--- src/rtl/ulpb_lc_handshake.sv ---
// -----------------------------------------------------------------------------
// ulpb_lc_handshake
//
// Layer-controller endpoint of the ULPB bus-controller / layer-controller link.
// The block lives in the power-gated layer domain, behind the isolation cells.
// It turns two simple user-side ports into the 4-phase handshakes that the bus
// controller (BC) expects:
//   - TX: a user start/done port becomes TX_REQ/TX_ACK followed by
//     TX_SUCC|TX_FAIL / TX_RESP_ACK.
//   - RX: RX_REQ/RX_ACK becomes a one-entry valid/ready buffer.
// The TX and RX engines are independent and may be active at the same time.
//
// Ports
//   CLK, RESETn                 layer clock, synchronous active-low reset
//   USR_TX_START/ADDR/DATA/
//     PEND/PRIO                 user TX request, captured on an accepted start
//   USR_TX_BUSY/DONE/OK         user TX status (OK is valid with DONE)
//   USR_RX_VALID/READY          user RX buffer handshake
//   USR_RX_ADDR/DATA/PEND       buffered RX word
//   USR_RX_ERR                  one-cycle pulse on a rising edge of RX_FAIL
//   TX_ADDR/DATA/PEND/REQ,
//     PRIORITY, TX_RESP_ACK     registered outputs to the BC
//   TX_ACK/SUCC/FAIL            TX handshake inputs from the BC
//   RX_ADDR/DATA/PEND/REQ/FAIL  RX inputs from the BC
//   RX_ACK                      registered RX acknowledge to the BC
// -----------------------------------------------------------------------------
module ulpb_lc_handshake #(
    parameter int ADDR_WIDTH = 8,
    parameter int DATA_WIDTH = 32
) (
    input  logic                  CLK,
    input  logic                  RESETn,
    // user TX port
    input  logic                  USR_TX_START,
    input  logic [ADDR_WIDTH-1:0] USR_TX_ADDR,
    input  logic [DATA_WIDTH-1:0] USR_TX_DATA,
    input  logic                  USR_TX_PEND,
    input  logic                  USR_TX_PRIO,
    output logic                  USR_TX_BUSY,
    output logic                  USR_TX_DONE,
    output logic                  USR_TX_OK,
    // user RX port
    output logic                  USR_RX_VALID,
    input  logic                  USR_RX_READY,
    output logic [ADDR_WIDTH-1:0] USR_RX_ADDR,
    output logic [DATA_WIDTH-1:0] USR_RX_DATA,
    output logic                  USR_RX_PEND,
    output logic                  USR_RX_ERR,
    // BC TX side
    output logic [ADDR_WIDTH-1:0] TX_ADDR,
    output logic [DATA_WIDTH-1:0] TX_DATA,
    output logic                  TX_PEND,
    output logic                  TX_REQ,
    output logic                  PRIORITY,
    input  logic                  TX_ACK,
    input  logic                  TX_SUCC,
    input  logic                  TX_FAIL,
    output logic                  TX_RESP_ACK,
    // BC RX side
    input  logic [ADDR_WIDTH-1:0] RX_ADDR,
    input  logic [DATA_WIDTH-1:0] RX_DATA,
    input  logic                  RX_PEND,
    input  logic                  RX_REQ,
    input  logic                  RX_FAIL,
    output logic                  RX_ACK
);

    typedef enum logic [2:0] {
        TXS_IDLE,
        TXS_REQ,
        TXS_ACKLO,
        TXS_RESP,
        TXS_RESPLO
    } tx_state_t;

    typedef enum logic [0:0] {
        RXS_IDLE,
        RXS_ACK
    } rx_state_t;

    // ---------------- TX engine ----------------
    tx_state_t             tx_state_reg, tx_state_next;
    logic [ADDR_WIDTH-1:0] tx_addr_reg,  tx_addr_next;
    logic [DATA_WIDTH-1:0] tx_data_reg,  tx_data_next;
    logic                  tx_pend_reg,  tx_pend_next;
    logic                  tx_prio_reg,  tx_prio_next;
    logic                  tx_req_reg,   tx_req_next;
    logic                  resp_ack_reg, resp_ack_next;
    logic                  busy_reg,     busy_next;
    logic                  done_reg,     done_next;
    logic                  ok_reg,       ok_next;

    always_comb begin
        tx_state_next = tx_state_reg;
        tx_addr_next  = tx_addr_reg;
        tx_data_next  = tx_data_reg;
        tx_pend_next  = tx_pend_reg;
        tx_prio_next  = tx_prio_reg;
        tx_req_next   = tx_req_reg;
        resp_ack_next = resp_ack_reg;
        busy_next     = busy_reg;
        done_next     = 1'b0;
        ok_next       = ok_reg;
        case (tx_state_reg)
            TXS_IDLE: begin
                // BUSY is low only in IDLE, so a start anywhere else is ignored.
                if (USR_TX_START) begin
                    tx_addr_next  = USR_TX_ADDR;
                    tx_data_next  = USR_TX_DATA;
                    tx_pend_next  = USR_TX_PEND;
                    tx_prio_next  = USR_TX_PRIO;
                    tx_req_next   = 1'b1;
                    busy_next     = 1'b1;
                    tx_state_next = TXS_REQ;
                end
            end
            TXS_REQ: begin
                if (TX_ACK) begin
                    tx_req_next   = 1'b0;
                    tx_state_next = TXS_ACKLO;
                end
            end
            TXS_ACKLO: begin
                if (!TX_ACK) begin
                    tx_state_next = TXS_RESP;
                end
            end
            TXS_RESP: begin
                // SUCC/FAIL are levels held by the BC, so a response raised
                // early (during REQ/ACKLO) is simply picked up here.
                if (TX_SUCC || TX_FAIL) begin
                    resp_ack_next = 1'b1;
                    ok_next       = TX_SUCC & ~TX_FAIL;
                    tx_state_next = TXS_RESPLO;
                end
            end
            TXS_RESPLO: begin
                if (!TX_SUCC && !TX_FAIL) begin
                    resp_ack_next = 1'b0;
                    done_next     = 1'b1;
                    busy_next     = 1'b0;
                    tx_addr_next  = '0;
                    tx_data_next  = '0;
                    tx_pend_next  = 1'b0;
                    tx_prio_next  = 1'b0;
                    tx_state_next = TXS_IDLE;
                end
            end
            default: tx_state_next = TXS_IDLE;
        endcase
    end

    always_ff @(posedge CLK) begin
        if (!RESETn) begin
            tx_state_reg <= TXS_IDLE;
            tx_addr_reg  <= '0;
            tx_data_reg  <= '0;
            tx_pend_reg  <= 1'b0;
            tx_prio_reg  <= 1'b0;
            tx_req_reg   <= 1'b0;
            resp_ack_reg <= 1'b0;
            busy_reg     <= 1'b0;
            done_reg     <= 1'b0;
            ok_reg       <= 1'b0;
        end else begin
            tx_state_reg <= tx_state_next;
            tx_addr_reg  <= tx_addr_next;
            tx_data_reg  <= tx_data_next;
            tx_pend_reg  <= tx_pend_next;
            tx_prio_reg  <= tx_prio_next;
            tx_req_reg   <= tx_req_next;
            resp_ack_reg <= resp_ack_next;
            busy_reg     <= busy_next;
            done_reg     <= done_next;
            ok_reg       <= ok_next;
        end
    end

    // ---------------- RX engine ----------------
    rx_state_t             rx_state_reg, rx_state_next;
    logic [ADDR_WIDTH-1:0] rx_addr_reg,  rx_addr_next;
    logic [DATA_WIDTH-1:0] rx_data_reg,  rx_data_next;
    logic                  rx_pend_reg,  rx_pend_next;
    logic                  valid_reg,    valid_next;
    logic                  rx_ack_reg,   rx_ack_next;
    logic                  fail_d_reg,   fail_d_next;
    logic                  err_reg,      err_next;
    logic                  pop;

    assign pop = valid_reg & USR_RX_READY;

    always_comb begin
        rx_state_next = rx_state_reg;
        rx_addr_next  = rx_addr_reg;
        rx_data_next  = rx_data_reg;
        rx_pend_next  = rx_pend_reg;
        valid_next    = valid_reg;
        rx_ack_next   = rx_ack_reg;
        fail_d_next   = RX_FAIL;
        err_next      = RX_FAIL & ~fail_d_reg;
        if (pop) begin
            valid_next = 1'b0;
        end
        case (rx_state_reg)
            RXS_IDLE: begin
                // A pop in the same cycle frees the slot; the capture then
                // overrides the clear above so VALID stays high.
                if (RX_REQ && (!valid_reg || pop)) begin
                    rx_addr_next  = RX_ADDR;
                    rx_data_next  = RX_DATA;
                    rx_pend_next  = RX_PEND;
                    valid_next    = 1'b1;
                    rx_ack_next   = 1'b1;
                    rx_state_next = RXS_ACK;
                end
            end
            RXS_ACK: begin
                if (!RX_REQ) begin
                    rx_ack_next   = 1'b0;
                    rx_state_next = RXS_IDLE;
                end
            end
            default: rx_state_next = RXS_IDLE;
        endcase
    end

    always_ff @(posedge CLK) begin
        if (!RESETn) begin
            rx_state_reg <= RXS_IDLE;
            rx_addr_reg  <= '0;
            rx_data_reg  <= '0;
            rx_pend_reg  <= 1'b0;
            valid_reg    <= 1'b0;
            rx_ack_reg   <= 1'b0;
            fail_d_reg   <= 1'b0;
            err_reg      <= 1'b0;
        end else begin
            rx_state_reg <= rx_state_next;
            rx_addr_reg  <= rx_addr_next;
            rx_data_reg  <= rx_data_next;
            rx_pend_reg  <= rx_pend_next;
            valid_reg    <= valid_next;
            rx_ack_reg   <= rx_ack_next;
            fail_d_reg   <= fail_d_next;
            err_reg      <= err_next;
        end
    end

    // ---------------- outputs ----------------
    assign USR_TX_BUSY  = busy_reg;
    assign USR_TX_DONE  = done_reg;
    assign USR_TX_OK    = ok_reg;
    assign TX_ADDR      = tx_addr_reg;
    assign TX_DATA      = tx_data_reg;
    assign TX_PEND      = tx_pend_reg;
    assign PRIORITY     = tx_prio_reg;
    assign TX_REQ       = tx_req_reg;
    assign TX_RESP_ACK  = resp_ack_reg;
    assign USR_RX_VALID = valid_reg;
    assign USR_RX_ADDR  = rx_addr_reg;
    assign USR_RX_DATA  = rx_data_reg;
    assign USR_RX_PEND  = rx_pend_reg;
    assign USR_RX_ERR   = err_reg;
    assign RX_ACK       = rx_ack_reg;

endmodule

--- config.mk ---
export PLATFORM = sky130hd
export DESIGN_NAME = ulpb_lc_handshake
export DESIGN_NICKNAME = d
export VERILOG_FILES = /design/src/rtl/ulpb_lc_handshake.sv
export SDC_FILE = /design/constraint.sdc
export NUM_CORES = 1
export LEC_CHECK = 0
export CORE_AREA = 10 10 89 129
export CTS_CLUSTER_DIAMETER = 30
export CTS_CLUSTER_SIZE = 28
export DETAILED_ROUTE_END_ITERATION = 10
export DIE_AREA = 0 0 99 139
export PLACE_DENSITY = 0.79
export SETUP_SLACK_MARGIN = 0.1
export SYNTH_ARGS = -nofsm -noshare
export SYNTH_HDL_FRONTEND = slang
export SYNTH_SLANG_ARGS = --single-unit
--- constraint.sdc ---
create_clock -name CLK -period 1.6 [get_ports CLK]
set_input_delay 0.4 -clock CLK [delete_from_list [all_inputs] [get_ports CLK]]
set_output_delay 0.4 -clock CLK [all_outputs]
set_load 0.02 [all_outputs]
==> results of run 1 <==
[cell type report]
| class | instances | area share (%) |
|---|---|---|
| sequential | 96 | 33.8 |
| timing repair buffer | 201 | 33.8 |
| inverter | 4 | 0.264 |
| multi-input combinational | 210 | 24.2 |
| clock inverter | 6 | 1.30 |
| clock buffer | 10 | 4.19 |
| tap | 112 | 2.46 |
[routing by layer]
layer	track usage, %	wire length [um]	vias up	share of wire, %
met3	8.58	1310	5	11
met1	17.5	4490	1636	39
met5	0	0	-	0
met4	4.31	76	0	0.66
li1	-	-	1655	-
met2	26.2	5720	156	49
[cell families (layout without fill, tap and decap cells)]
| kind of cell | count (synthesis) | after routing |
|---|---|---|
| AOI/OAI and AO/OA | 144 | 144 |
| buffers and inverters | 42 | 221 |
| DFF | 96 | 96 |
| and+or+nand+nor | 66 | 66 |
[worst paths after layout]
| check | depth (start not counted) | to | slack, ns | startpoint |
|---|---|---|---|---|
| hold reg to reg | 1 | USR_RX_ERR$_SDFF_PN0_ | 0.39 | fail_d_reg$_SDFF_PN0_ |
| setup reg to reg | 4 | TX_DATA[27]$_SDFFE_PN0P_ | 0.24 | tx_state_reg[1]$_SDFFE_PN0P_ |
| hold / removal | 1 | USR_RX_ERR$_SDFF_PN0_ | 0.39 | fail_d_reg$_SDFF_PN0_ |
| setup / recovery | 1 | TX_RESP_ACK | 0.15 | TX_RESP_ACK$_SDFFE_PN0P_ |
[power by group through the flow]
stage          combinational [W]  clock [W]  sequential (W)
6_report                 0.00117    0.00218         0.00266
4_1_cts                  0.00118    0.00225         0.00266
5_1_grt                  0.00126    0.00237         0.00268
3_3_place_gp             0.00126          0         0.00271
3_5_place_dp             0.00128          0         0.00272
2_1_floorplan           0.000428          0         0.00290
[worst register-to-register path: stages, from the launching register on]
cell,delay [ns]
dfxtp_1,0.43
nor4b_4,0.34
and2_4,0.21
buf_12,0.17
a32o_2,0.16
[metrics by stage]
stage | TNS, ns | cell area [um2] | hold slack (ns) | util, %
after global routing | 0 | 5700 | 0.416 | 61.9
after floorplan | 0 | 3560 | 0.367 | -
after global placement | -8.65 | 5480 | 0.375 | 59.6
final | 0 | 5700 | 0.389 | 61.9
after CTS | 0 | 5680 | 0.397 | 61.7
after detailed placement | -12.94 | 5480 | 0.387 | 59.6
[layout by cell type (no fill, tap or decap), drive strengths merged, types with 3 or more instances in the layout]
cell,count
dfxtp,96
clkdlybuf4s50,89
dlygate4sd2,87
a21oi,51
o21ai,44
a32o,42
nand3,41
buf,20
clkbuf,10
inv,6
nor2b,5
nor2,4
nand2,4
clkdlybuf4s15,4
nand2b,3
a211oi,3
clkinv,3
==> qor.csv, run 1 <==
stage,metric,value,unit
worst_setup_path,worst_path_largest_cell_delay,0.37,ns
grt,grt_pass1_wl,18400,um
yosys,yosys_warnings,0,
floorplanning,core-area,9200,um2
routing,wirelength,11600,um
timing,fmax,689,MHz
timing,finalSetupViolCount,0,
yosys,synth_top_family_by_area,compound AO/OA/AOI/OAI gates,
yosys,synth_flop_cell,dfxtp_1,
floorplanning,dieArea,13800,um2
grt,antenna_found_initial,0,
yosys,syn-cell-area,3560,um2
yosys,synth-seq-area-share,54.0,%
final_layout,insertedDiodeCount,0,
pwr,powerDensity,1060,nW/um2
worst_setup_path,crit_chain,clkdlybuf4s15_1,
clock_tree,cts_resized,91,
worst_setup_path,critical_path_class,reg2out,
grt,grt_use_total,16.0,%
timing,fin_ws,0.149,ns
routing,drc,0,
clock_tree,cts_root_buffer,clkbuf_16,
yosys,yosysMostFrequentCell,dfxtp_1,
grt,grt_pass1_vias,3512,
worst_setup_path,crit_buf_inv,1,
run_status,status,finished clean,
timing,rsz0062_at_grt,no,
yosys,yosysTopAreaCell,dfxtp_1,
routing,drt_iter0_drc,99,
pwr,clkPwrFrac,36.3,%
pwr,power.internal,0.00441,W
clock_tree,postCtsSetupBuffers,0,
timing,slew_headroom,47.0,%
placement,gp_routability_congestion,0.716,
yosys,synth_cell_types,30,
placement,io_buffers,182,
timing,hold_viol,0,
placement,post-place-cells,623,
routing,ant_nets,0,
clock_tree,insertion_delay,0.33,ns
worst_setup_path,crit_family,flip-flops,
yosys,muxShareOfSynthArea,0,%
clock_tree,hold_buffers,0,
floorplanning,ios,183,
min_path,hold_path_class,reg2reg,
yosys,syn_area_per_cell,10.2,um2
timing,min_period,1.45,ns
yosys,ys_async_sr_fraction,0,%
yosys,synth.top_cell.area_share,54.0,%
floorplanning,row_count,43,
yosys,synthXorXnorAreaFrac,0,%
timing,finalCritPeriodShare,90.7,%
pwr,peakVddDrop,0.000628,V
final_layout,fin_cells,639,
placement,post-place-ws,-0.256,ns
grt,gr-total-overflow,0,
final_layout,nets,614,
yosys,synthSimpleGateAreaFrac,10.1,%
clock_tree,numCtsBuffers,9,
clock_tree,h-tree-depth,3,
routing,wl_per_cell,18.1,um
final_layout,multi_input_area,1380,um2
timing,skew,0.00822,ns
floorplanning,die_y,139,um
floorplanning,die_w,99,um
routing,routed_via_density,5.40,
pwr,p_comb_share,19.5,%
placement,dp_hpwl,8680,um
timing,drv_slew,0,
yosys,synth_area_leaders,"dfxtp_1, a32o_2, a21oi_1, nand3_1, o21ai_0",
final_layout,layout.area.seq,1920,um2
worst_setup_path,path_max_fanout,3,
routing,firstDrtPassIters,5,
yosys,syn-num-nets,440,
worst_setup_path,slowest_stage,dfxtp_1,
clock_tree,cts_tree,yes,
yosys,synth_cells,348,
worst_setup_path,required,1.20,ns
yosys,ys_ff_latch,96,
timing,worst_pin_slew,0.794,ns
worst_setup_path,arrival,1.05,ns
pwr,switchingPower,0.00160,W
pwr,netSwitchingFraction,26.6,%
grt,grt_max_degree,47,
pwr,leakagePower,2.68,nW
routing,vias,3452,
worst_setup_path,critPathCaptureType,output pin,
job,max_cap_violations,0,
pwr,p_seq_share,44.3,%
worst_setup_path,crit_path_start_kind,flip-flop,
floorplanning,initial_core_util,38.7,%
final_layout,syn2layout_area_growth,60.1,%
clock_tree,cts_buffer_depth,2,
final_layout,drive_above_1_share,16.5,%
yosys,synth_edf_count,0,
yosys,synth-compound-area-share,28.2,%
final_layout,n_fill_cell,818,
yosys,synthTopCellsByCount,"dfxtp_1, a21oi_1, a32o_2, nand3_1, o21ai_0",
pwr,finalPower,0.00601,W
clock_tree,clkTransAtPathRegs,0.07,ns
clock_tree,numClockSinks,96,
yosys,synthAdderAreaFrac,0,%
Note: power is estimated with default switching activity, not from simulation.
==> run 2: changes to the inputs <==
ABC_AREA = 1   (was not set)
CORE_AREA = 2 2 81 122   (was 10 10 89 129)
DIE_AREA = 0 0 83 124   (was 0 0 99 139)
==> run 2 against run 1 <==
Net effect: global-route usage up 3.8 points; flip-flop and latch count unchanged; critical path depth unchanged; die area down 25%; clock skew up 0.00057 ns.
==> qor.csv, run 2 <==
stage,metric,value,unit
clock_tree,cts_buffer_depth,2,
clock_tree,numClockSinks,96,
worst_setup_path,slowest_stage,dlygate4sd2_1,
routing,drt_iter0_drc,144,
yosys,synth_area_leaders,"dfxtp_1, nor2_1, nand4_1, nand2_1, a21oi_1",
worst_setup_path,crit_buf_inv,1,
clock_tree,numCtsBuffers,9,
final_layout,syn2layout_area_growth,61.6,%
final_layout,fin_cells,739,
yosys,syn-cell-area,3600,um2
routing,drc,0,
grt,gr-total-overflow,0,
yosys,yosysMostFrequentCell,dfxtp_1,
floorplanning,die_y,124,um
worst_setup_path,r2r-start,tx_state_reg[1]$_SDFFE_PN0P_,
worst_setup_path,arrival,1.05,ns
yosys,synth_edf_count,0,
clock_tree,h-tree-depth,3,
timing,hold_ws,0.385,ns
placement,io_buffers,182,
pwr,p_seq_share,37.8,%
timing,min_period,1.45,ns
routing,firstDrtPassIters,4,
grt,grt_pass1_vias,3524,
timing,hold_viol,0,
placement,post-place-cells,724,
worst_setup_path,ff2ff_path_depth,6,
yosys,yosysTopAreaCell,dfxtp_1,
grt,antenna_found_initial,0,
timing,skew,0.00880,ns
clock_tree,cts_root_buffer,clkbuf_16,
final_layout,final_area,5820,um2
final_layout,insertedDiodeCount,0,
placement,place_area,5630,um2
min_path,holdPathEnd,USR_RX_ERR$_SDFF_PN0_,
timing,drv_slew,0,
yosys,synthTopCellsByCount,"dfxtp_1, nor2_1, nand2_1, nand4_1, a21oi_1",
yosys,synth-seq-area-share,53.4,%
run_status,status,finished clean,
yosys,yosys_warnings,0,
final_layout,final_common_cell,dfxtp_1,
clock_tree,cts_tree,yes,
min_path,hp-start,fail_d_reg$_SDFF_PN0_,
floorplanning,core-area,9200,um2
yosys,ys_ff_latch,96,
yosys,synth_flop_cell,dfxtp_1,
yosys,synth_cell_types,24,
floorplanning,row_count,43,
grt,grt_max_degree,42,
routing,routed_via_density,4.98,
yosys,syn-num-nets,537,
pwr,netSwitchingFraction,35.0,%
floorplanning,dieArea,10300,um2
routing,wl_per_cell,14.2,um
grt,grt_use_total,19.8,%
placement,gp_routability_congestion,0.764,
pwr,peakVddDrop,0.000819,V
timing,worst_pin_slew,0.324,ns
worst_setup_path,crit_path_start_kind,flip-flop,
clock_tree,clkTransAtPathRegs,0.06,ns
yosys,ys_async_sr_fraction,0,%
pwr,clkPwrFrac,27.1,%
worst_setup_path,path_max_fanout,2,
final_layout,drive_above_1_share,10.7,%
worst_setup_path,required,1.20,ns
clock_tree,insertion_delay,0.33,ns
timing,fin_ws,0.152,ns
pwr,p_comb_share,35.1,%
timing,fmax,691,MHz
final_layout,nets,715,
worst_setup_path,ff2ff_setup_slack,0.26,ns
min_path,hold_path_class,reg2reg,
routing,wirelength,10500,um
pwr,switchingPower,0.00276,W
floorplanning,die_w,83,um
placement,post-place-ws,-0.189,ns
min_path,holdPathStages,1,
yosys,synth_cells,445,
yosys,synth.top_cell.area_share,53.4,%
pwr,power.internal,0.00513,W
worst_setup_path,crit_family,buffers and inverters,
worst_setup_path,critical_path_class,reg2out,
pwr,leakagePower,2.59,nW
placement,dp_hpwl,7780,um
worst_setup_path,crit_chain,dlygate4sd2_1,
routing,ant_nets,0,
yosys,syn_area_per_cell,8.09,um2
timing,finalCritPeriodShare,90.5,%
timing,finalSetupViolCount,0,
timing,setup_tns,0,ns
timing,slew_headroom,78.4,%
final_layout,n_fill_cell,844,
routing,vias,3678,
grt,grt_pass1_wl,16500,um
timing,rsz0062_at_grt,no,
worst_setup_path,critPathCaptureType,output pin,
job,max_cap_violations,0,
pwr,powerDensity,1350,nW/um2
final_layout,multi_input_area,1470,um2
worst_setup_path,worst_path_largest_cell_delay,0.37,ns
floorplanning,initial_core_util,39.2,%
final_layout,final_cell_mix,"dfxtp_1, nor2_1, clkdlybuf4s50_1, dlygate4sd2_1, nand2_1",
final_layout,layout.area.seq,1920,um2
floorplanning,ios,183,
worst_setup_path,worstReg2RegEnd,TX_DATA[30]$_SDFFE_PN0P_,
[run 2: changes by cell type after synthesis, moves of 6 or more]
cell / delta
a21oi_1: -13
nand4_1: +42
o21ai_1: +6
a21oi_2: +10
clkbuf_1: +12
o21ai_0: -8
nand3_1: -35
nand2_2: +11
nor2_1: +89
nand2_1: +47
a32o_2: -42
[run 2: layer usage]
metal | track usage [%] | routed length (um) | share of wire (%)
met1 | 20.9 | 3970 | 38
met2 | 35.5 | 5340 | 51
met3 | 7.42 | 1010 | 9.6
met4 | 7.99 | 190 | 1.8
met5 | 0 | 0 | 0
[run 2: how the worst max path moves through the flow]
stage               depth (start not counted)                         start                            to
global placement                            7                        RX_REQ   USR_RX_DATA[6]$_SDFFE_PN0P_
floorplan                                   4                        RESETn      TX_DATA[23]$_SDFFE_PN0P_
finish                                      1  USR_RX_DATA[11]$_SDFFE_PN0P_               USR_RX_DATA[11]
detailed placement                          7                        RX_REQ  USR_RX_DATA[24]$_SDFFE_PN0P_
global route                                8                  USR_RX_READY      USR_RX_PEND$_SDFFE_PN0P_
CTS                                         1           RX_ACK$_SDFFE_PN0P_                        RX_ACK
[run 2: stage by stage]
step	utilization (%)	total power (W)
4_1_cts	63.1	0.00797
5_1_grt	63.3	0.00833
2_1_floorplan	-	0.00479
3_5_place_dp	61.2	0.00605
6_report	63.3	0.00789
3_3_place_gp	61.2	0.00597
[run 2: power by group through the flow]
stage	clock network [W]	logic [W]	registers [W]
floorplan	0	0.00137	0.00342
global placement	0	0.00294	0.00303
detailed placement	0	0.00300	0.00305
CTS	0.00219	0.00279	0.00299
global route	0.00230	0.00300	0.00303
finish	0.00214	0.00276	0.00298
[run 2: cell type report]
type	count	share of cell area [%]
Multi-Input combinational cell	299	25.2
Inverter	15	0.967
Sequential cell	96	33.0
Timing Repair Buffer	202	33.3
Tap cell	112	2.41
Clock inverter	4	0.924
Clock buffer	11	4.17
[run 2: timing repair]
action                     4_1_cts  5_1_grt
setup endpoints to repair       91       51
hold buffers                     0        0
resized for setup               91        8
setup buffers                    0        0
[run 2: kinds of logic (layout without fill, tap and decap cells)]
group                  count (synthesis)  after routing  share of synthesized area [%]
buffers and inverters                 50            232                           6.08
flip-flops                            96             96                           53.4
AO/OA/AOI/OAI                         92             92                           14.1
AND/OR/NAND/NOR                      207            207                           26.5
==> run 3: changes to the inputs <==
CORE_AREA = 2 2 85 128   (was 2 2 81 122)
DIE_AREA = 0 0 87 130   (was 0 0 83 124)
PLACE_DENSITY = 0.75   (was 0.79)
clock period = 1.3 ns   (was 1.6 ns; I/O delays follow)
==> run 3 against run 2 <==
Net effect: power is 40% higher; flip-flop and latch count did not move; final cell count grew 4.5%; utilization decreased by 3.3 points; sequential power rose by 25%; critical path depth increased by 8; highest routed layer unchanged; clock power rose by 32%; largest power group is now combinational logic.
==> qor.csv, run 3 (synthesis results as in run 2) <==
stage,metric,value,unit
clock_tree,cts_root_buffer,clkbuf_16,
routing,drc,0,
placement,gp_routability_congestion,0.781,
clock_tree,numClockSinks,96,
worst_setup_path,worst_path_largest_cell_delay,0.36,ns
grt,grt_use_total,19.1,%
min_path,hold_path_class,in2reg,
timing,skew,0.00521,ns
timing,finalCritPeriodShare,99.6,%
pwr,netSwitchingFraction,35.1,%
floorplanning,core-area,10300,um2
pwr,p_comb_share,40.8,%
worst_setup_path,path_max_fanout,5,
timing,finalSetupViolCount,0,
pwr,leakagePower,2.70,nW
grt,grt_pass1_vias,3653,
worst_setup_path,crit_top_cell,nand2_4,
timing,drv_slew,0,
routing,vias,3836,
floorplanning,die_y,130,um
floorplanning,initial_core_util,35.0,%
pwr,power.internal,0.00718,W
final_layout,n_fill_cell,917,
final_layout,final_cell_mix,"nor2_1, dfxtp_1, clkdlybuf4s50_1, buf_2, buf_4",
routing,wl_per_cell,14.9,um
timing,slew_headroom,83.1,%
routing,dr.max_layer_used,met4,
run_status,status,finished clean,
timing,hold_viol,0,
worst_setup_path,ff2ff_path_depth,9,
timing,worst_pin_slew,0.254,ns
worst_setup_path,crit_start,tx_state_reg[1]$_SDFFE_PN0P_,
final_layout,drive_above_1_share,36.2,%
floorplanning,ios,183,
final_layout,utilization,60.0,%
grt,antenna_found_initial,0,
routing,routed_via_density,4.97,
clock_tree,clkTransAtPathRegs,0.07,ns
floorplanning,die_w,87,um
routing,routed-wl-met2,5930,um
grt,grt_max_degree,34,
worst_setup_path,slowest_stage,dfxtp_4,
grt,gr-total-overflow,0,
final_layout,nets,739,
clock_tree,cts_tree,yes,
worst_setup_path,crit_path_start_kind,flip-flop,
worst_setup_path,crit_chain,nor2_8 -> nand2_4 -> inv_4 -> nand2_4 -> nand3_4 -> buf_12 -> buf_16 -> nand2_2 -> a21oi_2,
clock_tree,cts_buffer_depth,2,
timing,min_period,1.30,ns
routing,m1WireLength,4470,um
grt,grt_pass1_wl,17300,um
timing,fmax,772,MHz
min_path,holdPathStages,3,
worst_setup_path,critPathCaptureType,flip-flop,
timing,hold_ws,0.287,ns
routing,wirelength,11500,um
floorplanning,row_count,46,
final_layout,syn2layout_area_growth,71.5,%
worst_setup_path,arrival,1.57,ns
pwr,p_seq_share,33.6,%
clock_tree,numCtsBuffers,9,
placement,dp_hpwl,7670,um
clock_tree,h-tree-depth,3,
routing,drt_iter0_drc,134,
worst_setup_path,crit_path_end,TX_DATA[22]$_SDFFE_PN0P_,
worst_setup_path,worstReg2RegEnd,TX_DATA[22]$_SDFFE_PN0P_,
placement,io_buffers,182,
timing,rsz0062_at_grt,yes,
routing,firstDrtPassIters,4,
job,max_cap_violations,0,
routing,ant_nets,0,
pwr,powerDensity,1790,nW/um2
pwr,clkPwrFrac,25.5,%
pwr,switchingPower,0.00389,W
worst_setup_path,ff2ff_setup_slack,0.005,ns
routing,wl_met3,982,um
final_layout,final_common_cell,nor2_1,
clock_tree,insertion_delay,0.34,ns
worst_setup_path,r2r-start,tx_state_reg[1]$_SDFFE_PN0P_,
worst_setup_path,required,1.58,ns
final_layout,insertedDiodeCount,0,
worst_setup_path,critical_path_class,reg2reg,
floorplanning,dieArea,11300,um2
pwr,peakVddDrop,0.000975,V
-- run 3: cell count changes in the layout (fill, tap and decap cells not counted), moves of 9 or more --
cell	before	now
o21ai_0	21	8
a21oi_2	10	30
o21ai_1	20	32
nand2_4	0	10
dfxtp_1	96	87
dlygate4sd2_1	88	2
buf_2	0	64
a21oi_1	38	18
nand2_1	50	34
buf_4	14	52
-- run 3: per-layer routing --
| layer | up-vias | GRT usage, % |
|---|---|---|
| li1 | 1894 | - |
| met1 | 1762 | 21.8 |
| met2 | 172 | 34.3 |
| met3 | 8 | 5.19 |
| met4 | 0 | 5.88 |
| met5 | - | 0 |
-- run 3: final cells by class --
type | instances | area (um2) | share of cell area [%]
inverters | 15 | 67.6 | 1.09
flip-flops and latches | 96 | 1940 | 31.4
clock buffers | 11 | 243 | 3.93
well taps | 120 | 150 | 2.43
clock inverters | 5 | 80.1 | 1.30
repair buffers | 226 | 2010 | 32.5
multi-input cells | 299 | 1690 | 27.4
-- run 3: worst min-delay path by stage --
stage	slack (ns)	to	startpoint
after floorplan	0.37	USR_RX_ERR$_SDFF_PN0_	fail_d_reg$_SDFF_PN0_
after global placement	0.37	USR_RX_ERR$_SDFF_PN0_	fail_d_reg$_SDFF_PN0_
after detailed placement	0.38	USR_RX_ERR$_SDFF_PN0_	fail_d_reg$_SDFF_PN0_
after CTS	0.38	USR_RX_ERR$_SDFF_PN0_	fail_d_reg$_SDFF_PN0_
after global routing	0.31	rx_state_reg$_SDFF_PN0_	RX_REQ
final	0.29	rx_state_reg$_SDFF_PN0_	RX_REQ
-- run 3: per-stage QoR --
step	total power, W	instance area, um2	setup slack (ns)	std cells	setup TNS [ns]
final	0.0111	6180	0.00474	772	0
after global routing	0.0116	6180	-0.0615	772	-0.915
after CTS	0.0106	5780	0.0221	763	0
after detailed placement	0.00756	5760	-0.397	739	-29.67
after global placement	0.00747	5760	-0.365	739	-27.49
after floorplan	0.00593	3620	0.106	445	0
-- run 3: power groups by stage --
stage	Clock, W	Combinational, W	Sequential, W
detailed placement	0	0.00381	0.00375
global route	0.00299	0.00485	0.00377
finish	0.00282	0.00452	0.00372
floorplan	0	0.00171	0.00422
CTS	0.00290	0.00404	0.00367
global placement	0	0.00374	0.00373
-- run 3: what timing repair did --
action | 4_1_cts | 5_1_grt
cloned | 2 | 3
resized for setup | 396 | 92
endpoints found under the hold margin | 0 | 0
buffers inserted | 6 | 6
pin swaps | 2 | 8
hold buffers | 0 | 0
setup endpoints to repair | 177 | 115
-- run 3: critical path, delay by kind of cell, from the launching register on --
kind | cells | cell delay, ns
DFF | 1 | 0.36
buffers and inverters | 3 | 0.32
AOI/OAI and AO/OA | 1 | 0.10
and+or+nand+nor | 5 | 0.43
